==> src/rtl/sram_rw_ctrl_8x200.sv <==
// Write/read arbiter for an 8x200 single-port SRAM, with a 2-deep read response FIFO.
// Define SRAM_CTRL_INIT_EN to zero-fill all 8 entries after reset.
module sram_rw_ctrl_8x200 (
  input  logic         clock,
  input  logic         reset_n,
  input  logic         w_valid,
  output logic         w_ready,
  input  logic [2:0]   w_addr,
  input  logic [1:0]   w_mask,
  input  logic [199:0] w_data,
  input  logic         r_req_valid,
  output logic         r_req_ready,
  input  logic [2:0]   r_addr,
  output logic         r_resp_valid,
  input  logic         r_resp_ready,
  output logic [199:0] r_resp_data,
  output logic [2:0]   sram_addr,
  output logic         sram_en,
  output logic         sram_wmode,
  output logic [1:0]   sram_wmask,
  output logic [199:0] sram_wdata,
  input  logic [199:0] sram_rdata,
  output logic         init_done
);
  localparam int unsigned DATA_W = 200;

`ifdef SRAM_CTRL_INIT_EN
  typedef enum logic [1:0] {ST_BOOT = 2'd0, ST_INIT = 2'd1, ST_RUN = 2'd2} state_t;
`else
  typedef enum logic [1:0] {ST_BOOT = 2'd0, ST_RUN = 2'd2} state_t;
`endif

  state_t      r_state;
  logic        r_inflight;
  logic [1:0]  r_starve_cnt;
  logic        r_fifo_wptr;
  logic        r_fifo_rptr;
  logic [1:0]  r_fifo_cnt;

  logic        w_run;
  logic        w_in_init;
  logic [2:0]  w_init_addr;
  logic        w_deq;
  logic        w_push;
  logic [2:0]  w_credit;
  logic        w_rd_elig;
  logic        w_wr_pend;
  logic        w_grant_rd;
  logic        w_grant_wr;
  logic [DATA_W-1:0] w_fifo_head;

`ifdef SRAM_CTRL_INIT_EN
  logic [2:0]  r_init_cnt;
  assign w_in_init   = (r_state == ST_INIT);
  assign w_init_addr = r_init_cnt;
`else
  assign w_in_init   = 1'b0;
  assign w_init_addr = 3'd0;
`endif

  assign w_run     = (r_state == ST_RUN);
  assign init_done = w_run;

  // Reads are only issued if the FIFO can hold every response already in flight.
  assign w_deq      = r_resp_valid && r_resp_ready;
  assign w_push     = r_inflight;
  assign w_credit   = {1'b0, r_fifo_cnt} - {2'b00, w_deq} + {2'b00, r_inflight};
  assign w_rd_elig  = w_run && r_req_valid && (w_credit < 3'd2);
  assign w_wr_pend  = w_run && w_valid;
  assign w_grant_rd = w_rd_elig && (!w_wr_pend || (r_starve_cnt == 2'd3));
  assign w_grant_wr = w_wr_pend && !w_grant_rd;

  assign w_ready     = w_grant_wr;
  assign r_req_ready = w_grant_rd;

  always_ff @(posedge clock or negedge reset_n) begin
    if (!reset_n) begin
      r_state <= ST_BOOT;
`ifdef SRAM_CTRL_INIT_EN
      r_init_cnt <= 3'd0;
`endif
    end else begin
      case (r_state)
        ST_BOOT: begin
`ifdef SRAM_CTRL_INIT_EN
          r_state    <= ST_INIT;
          r_init_cnt <= 3'd0;
`else
          r_state <= ST_RUN;
`endif
        end
`ifdef SRAM_CTRL_INIT_EN
        ST_INIT: begin
          r_init_cnt <= r_init_cnt + 3'd1;
          if (r_init_cnt == 3'd7) begin
            r_state <= ST_RUN;
          end
        end
`endif
        ST_RUN:  r_state <= ST_RUN;
        default: r_state <= ST_BOOT;
      endcase
    end
  end

  // Starvation counter: consecutive write wins over an eligible read.
  always_ff @(posedge clock or negedge reset_n) begin
    if (!reset_n) begin
      r_inflight   <= 1'b0;
      r_starve_cnt <= 2'd0;
    end else begin
      r_inflight <= w_grant_rd;
      if (w_grant_rd || !w_rd_elig) begin
        r_starve_cnt <= 2'd0;
      end else if (w_grant_wr && (r_starve_cnt != 2'd3)) begin
        r_starve_cnt <= r_starve_cnt + 2'd1;
      end
    end
  end

  always_ff @(posedge clock or negedge reset_n) begin
    if (!reset_n) begin
      r_fifo_wptr <= 1'b0;
      r_fifo_rptr <= 1'b0;
      r_fifo_cnt  <= 2'd0;
    end else begin
      if (w_push) begin
        r_fifo_wptr <= ~r_fifo_wptr;
      end
      if (w_deq) begin
        r_fifo_rptr <= ~r_fifo_rptr;
      end
      r_fifo_cnt <= r_fifo_cnt + {1'b0, w_push} - {1'b0, w_deq};
    end
  end

  for (genvar gi = 0; gi < 2; gi++) begin : g_fifo
    localparam logic IDX = 1'(gi);
    logic [DATA_W-1:0] r_entry;
    always_ff @(posedge clock or negedge reset_n) begin
      if (!reset_n) begin
        r_entry <= '0;
      end else if (w_push && (r_fifo_wptr == IDX)) begin
        r_entry <= sram_rdata;
      end
    end
  end

  assign w_fifo_head  = r_fifo_rptr ? g_fifo[1].r_entry : g_fifo[0].r_entry;
  assign r_resp_valid = (r_fifo_cnt != 2'd0);
  assign r_resp_data  = r_resp_valid ? w_fifo_head : '0;

  // SRAM pins follow the grant in the same cycle; everything is zero when idle.
  always_comb begin
    sram_en    = 1'b0;
    sram_wmode = 1'b0;
    sram_addr  = 3'd0;
    sram_wmask = 2'b00;
    sram_wdata = '0;
    if (w_in_init) begin
      sram_en    = 1'b1;
      sram_wmode = 1'b1;
      sram_wmask = 2'b11;
      sram_addr  = w_init_addr;
    end else if (w_grant_wr) begin
      sram_en    = 1'b1;
      sram_wmode = 1'b1;
      sram_wmask = w_mask;
      sram_addr  = w_addr;
      sram_wdata = w_data;
    end else if (w_grant_rd) begin
      sram_en   = 1'b1;
      sram_addr = r_addr;
    end
  end

endmodule
==> config.mk <==
export PLATFORM = sky130hd
export DESIGN_NAME = sram_rw_ctrl_8x200
export DESIGN_NICKNAME = d
export VERILOG_FILES = /design/src/rtl/sram_rw_ctrl_8x200.sv
export SDC_FILE = /design/constraint.sdc
export NUM_CORES = 1
export LEC_CHECK = 0
export ABC_CLOCK_PERIOD_IN_PS = 6400
export CAP_MARGIN = 10
export CORE_AREA = 2 2 321 323
export DETAILED_ROUTE_END_ITERATION = 16
export DIE_AREA = 0 0 323 325
export GPL_TIMING_DRIVEN = 0
export HOLD_SLACK_MARGIN = 0.15
export PLACE_DENSITY_LB_ADDON = 0.12
export SLEW_MARGIN = 20
export SYNTH_ARGS = -nofsm -noshare
export SYNTH_HDL_FRONTEND = slang
export SYNTH_SLANG_ARGS = --single-unit
==> constraint.sdc <==
create_clock -name clock -period 6.4 [get_ports clock]
set_input_delay 0.64 -clock clock [delete_from_list [all_inputs] [get_ports clock]]
set_output_delay 0.64 -clock clock [all_outputs]
set_load 0.01 [all_outputs]
Word-level counts from Yosys, hierarchy flattened:

Index checks and enable logic that the tools add are counted.

* add/subtract/negate cells: 5
* order comparisons: 1
* equality and inequality tests: 3
* multiplexer cells: 12
* bitwise gates (word level): 2
* reductions and logical operators: 18

Operator list (number)
* 200-bit two-way mux: 3
* 1-bit logical AND: 9
* 2-bit two-way mux: 4
* 3-bit two-way mux: 2
* 2-bit equality test (second input constant): 2
* 2-bit nonzero test: 2
* 3-bit by 1-bit adder with 3-bit output: 1
* 1-bit zero test: 3
* 3-bit by 2-bit < comparator with 1-bit output (second input constant): 1
* 1-bit two-way mux: 3
* 2-bit by 1-bit subtractor with 3-bit output: 1
* 2-bit by 1-bit adder with 2-bit output: 1
* 2-bit by 1-bit adder with 2-bit output (second input constant): 1
* 2-bit zero test: 1
* 1-bit logical OR: 2
* 2-bit inequality test (second input constant): 1
* 1-bit NOT: 2
* 2-bit OR reduction: 1
* 2-bit by 1-bit subtractor with 2-bit output: 1

* register bits: 409
* input port bits: 413

Longest topological paths before layout:

* depth after elaboration: 12
* depth in mapped cells: 13

Worst setup path after synthesis:

Ideal clock, no wire load.

* path kind: reg-to-output
* start: reg r_fifo_cnt[1]
* end: out sram_wdata[100]
* data arrival time: 2756 ps
* slack: 3004 ps
* stages on the path, launching flop included: 14
* buffers on the path: 2
* cell sequence: dfrtp_1 > nor2_1 > inv_1 > and2_1 > ha_1 > inv_1 > ha_1 > inv_1 > fa_1 > and3_1 > a31oi_4 > buf_6 > clkbuf_2 > and2_1

* longest elaborated chain between the ends: 10

Ends and longest elaborated chain
* from (decl): line 38 `logic [1:0] r_fifo_cnt;`
* from (signal assigned): line 133 `r_fifo_cnt <= r_fifo_cnt + {1'b0, w_push} - {1'b0, w_deq};`
* 2-bit nonzero test: line 150 `assign r_resp_valid = (r_fifo_cnt != 2'd0);`
* net r_resp_valid: line 14 `output logic r_resp_valid,`
* 1-bit logical AND: line 65 `assign w_deq = r_resp_valid && r_resp_ready;`
* net w_deq: line 43 `logic w_deq;`
* 2-bit by 1-bit subtractor with 3-bit output: line 67 `assign w_credit = {1'b0, r_fifo_cnt} - {2'b00, w_deq} + {2'b00, r_inflight};`
* 3-bit by 1-bit adder with 3-bit output: line 67
* 3-bit by 2-bit < comparator with 1-bit output: line 68 `assign w_rd_elig = w_run && r_req_valid && (w_credit < 3'd2);`
* 1-bit logical AND: line 68
* 1-bit logical AND: line 70 `assign w_grant_rd = w_rd_elig && (!w_wr_pend || (r_starve_cnt == 2'd3));`
* 1-bit zero test: line 71 `assign w_grant_wr = w_wr_pend && !w_grant_rd;`
* 1-bit logical AND: line 71
* 200-bit two-way mux: line 165 `end else if (w_grant_wr) begin`
* to (decl): line 21 `output logic [199:0] sram_wdata,`

The timed path passes the listed nets, and every way through them passes these cells.

Final worst setup path:

* start: reg r_fifo_cnt[1]
* end: out sram_wdata[8]

* longest elaborated chain between the ends: 10

Ends and longest elaborated chain (line)
* 2-bit nonzero test: 150
* 1-bit logical AND: 65
* net w_deq: 43
* 2-bit by 1-bit subtractor with 3-bit output: 67
* 3-bit by 1-bit adder with 3-bit output: 67
* 3-bit by 2-bit < comparator with 1-bit output: 68
* 1-bit logical AND: 68
* 1-bit logical AND: 70
* 1-bit zero test: 71
* 1-bit logical AND: 71
* 200-bit two-way mux: 165

The timed path passes the listed nets, and every way through them passes these cells.

==> impl_results.md <==
- Outcome: finished, final reports clean
- Register-to-register setup slack: 3.37 ns
- Post-CTS setup buffers: 0
- Share of layout cells above drive strength 1: a little under a quarter
- First-pass GRT wire length: 137000 µm
- Unrepaired setup endpoints after global routing: no
- Routed WL per cell: 25.9 µm
- Endpoint, Worst Hold: r_starve_cnt[0]$_DFFE_PN0P_
- Crit Path Max Fanout: 10
- Clk_skew: 0.0288 ns
- Initial Util: 19.2%
- Switching power total: around 5.0 mW
- Detailed Route WL: 100000 µm
- CP arrival: 5.11 ns
- Worst vdd ir: 0.250 mV
- Hold path depth: 1
- Ys Warns: 0
- Cell taking the most area after synthesis: dfrtp_1
- Mapped Cells: approximately 1600
- Syn Nets: slightly below 2000
- Final WS setup: 0.645 ns
- Hold buffer count at cts: 1
- Vias per cell: 4.13
- Drt initial violations: 541
- Drt pass-1 iters: 4
- Power share of the clock group: 21.5%
- Final setup fails: 0
- Fin crit share: about nine tenths
- Number of cell rows: 117
- Leakage Power: 13.4 nW
- Area post-placement: 29600 µm²
- Crit path capture type: output port
- Global-route usage over all layers: 18.6%
- Filler cell count: between 10000 and 15000
- Cts bufs inserted: 52
- Cts repair resizes: 0
- Die Y: 325 µm
- Top_reg_cell synth: dfrtp_1
- FF-to-FF End: r_inflight$_DFF_PN0_
- Post-DP HPWL: 82100 µm
- Worst slew pin tran: 0.891 ns
- Top Ports: 824
- Sequential share of power: 30.3%
- Core footprint: 101000 µm²
- Pint: 9.55 mW
- GRT overflow: 0
- Synthesis-stage register bit count: a little over 400
- Worst min path class: reg -> reg
- Max Slew Vio Count: 0
- Hold path start: r_starve_cnt[0]$_DFFE_PN0P_
- Post-DRT Antenna Nets: 0
- Die area: 105000 µm²
- Syn_area_per_cell: 12.6 µm²
- Area delta synth->final: 61.4%
- Clock Latency Late Sink: 0.62 ns
- Sequential element share of the synthesized area: 52.4%
- Worst path most repeated cell: inv_1
- Part of the power in combinational logic: around half
- Post-synthesis async set-or-reset flop share: 100%
- Root buffer cell: clkbuf_16
- Pre-CTS WS: roughly 1.2 ns
- Max Clk Rate: between 150 and 200 MHz
- IO Port Bufs: just over 800
- Residual DRC: 0
- Worst setup path category: reg -> out
- Final min period: 5.75 ns
- CTS tree: done
- Routability cong.: slightly below 1
- Pin count of the biggest net entering global routing: 99
- Vias in the first global route: between 15000 and 20000
- Worst R2R Start: r_fifo_cnt[1]$_DFF_PN0_
- Clock Sinks: 408
- Final Hold Viols: 0
- R2R cell count: 10
- Pwr/cell area: between 400 and 500 nW/µm²
- CP max stage delay: 0.98 ns
- Area contributors post-synth: dfrtp_1 52%, mux2_2 23%, mux2i_1 10%
- Share of the synthesized area in the top cell type: 52.4%
- Max Cap Violations: 0
- Worst path slowest cell: clkdlybuf4s50_1
- Setup TNS: 0 ns
- Net Sw Frac: 34.5%
- Post-synth EDFFs: 0
- Fin area: approximately 31000 µm²
- Crit start category: register
- Cell variety after synth: 25
- Reg clk slew, reported paths: 0.06 ns
- Final Hold Slack: 0.455 ns
- Longest Clk Path Bufs: 3
- Final Util: 31.1%
- Die width: 323 µm
- Cells along the critical path: nor2_1 -> inv_1 -> and2_1 -> ha_1 -> inv_1 -> ha_1 -> inv_1 -> fa_1 -> and3_1 -> a31oi_4 -> clkbuf_1 -> and2_1 -> clkdlybuf4s50_1
- Initial antenna violation count: 74
- Final net count: 2850
- Vias: 16000
- H-tree depth: 2
- Cell area after synthesis: 19500 µm²
- Slew margin rel.: 40.6%
- CP required: 5.76 ns
-- power by group through the flow --
stage          Combinational, mW  Clock [mW]  Sequential [mW]
2_1_floorplan               3.57           0             4.30
3_3_place_gp                7.10           0             4.43
3_5_place_dp                7.16           0             4.47
4_1_cts                     7.20        3.26             4.43
5_1_grt                     7.54        3.37             4.59
6_report                    7.02        3.13             4.42
-- sequential cells by signal, summed over array words and instances (netlist names) --
signal,count
g_fifo.r_entry,400
r_fifo_cnt,2
r_starve_cnt,2
r_fifo_rptr,1
r_fifo_wptr,1
r_inflight,1
r_state,1
-- cell usage after synthesis, drive strengths merged, types with 2 or more instances --
cell type	n
inv	5
nor2	201
buf	69
mux2i	200
and3	2
ha	3
dfrtp	408
clkbuf	43
and2	203
mux2	400
a22o	3
nand2	4
xor2	2
-- stage by stage --
stage | instances | power, mW
floorplan | 1551 | 7.87
global placement | 3742 | 11.5
detailed placement | 3746 | 11.6
CTS | 3845 | 14.9
global route | 3867 | 15.5
finish | 3873 | 14.6
-- cell usage in the layout, fill, tap and decap left out, types with 4 or more instances in the layout --
cell and n:
buf_16 4, mux2_2 400, inv_1 5, clkbuf_16 53
mux2i_1 200, clkbuf_8 13, buf_2 65, nand2_1 4
clkbuf_1 34, and2_1 203, clkdlybuf4s50_1 822, inv_6 4
nor2_1 201, dfrtp_1 408, clkbuf_2 17, clkinv_2 12
diode_2 28, bufinv_16 6
-- logic make-up after synthesis --
kind of cell    synth area share (%)
mux                             33.4
simple gates                    10.7
flops                           52.4
buf+inv                         2.86
fa+ha+maj                      0.295
compound gates                 0.244
xor+xnor                       0.173
other cells                   0.0192
-- cell type report --
cell class | instances | area [µm²] | area share [%]
clock inverters | 24 | 292 | 0.926
inverters | 5 | 18.8 | 0.0596
multi-input cells | 1026 | 8730 | 27.7
repair buffers | 828 | 8360 | 26.6
plain buffers | 112 | 542 | 1.72
flip-flops and latches | 408 | 10200 | 32.4
diodes | 28 | 70.1 | 0.223
clock buffers | 74 | 1540 | 4.88
well taps | 1368 | 1710 | 5.44
-- per-layer routing --
metal	share of wire [%]	vias up	track usage (%)
met1	34	8095	17.9
li1	-	7082	-
met3	7.4	209	5.89
met4	5.3	20	11.2
met2	53	575	34.3
met5	0.19	-	0.417
-- worst max-delay path: cells and delay by family (launching register included) --
family	cells	cell delay, ns
simple gates	4	1.08
buf+inv	5	1.64
fa+ha+maj	3	0.91
compound gates	1	0.41
flops	1	0.43
-- worst max-delay path by stage --
stage,from,to,depth (start not counted)
6_report,r_fifo_cnt[1]$_DFF_PN0_,sram_wdata[8],13
5_1_grt,r_fifo_cnt[1]$_DFF_PN0_,sram_wdata[8],13
4_1_cts,r_fifo_cnt[1]$_DFF_PN0_,sram_wdata[8],13
3_5_place_dp,r_resp_ready,sram_wdata[8],12
3_3_place_gp,reset_n,g_fifo[0].r_entry[69]$_DFFE_PN0P_,1
2_1_floorplan,r_fifo_cnt[1]$_DFF_PN0_,sram_wdata[100],13
(Power assumes the default switching activity.)
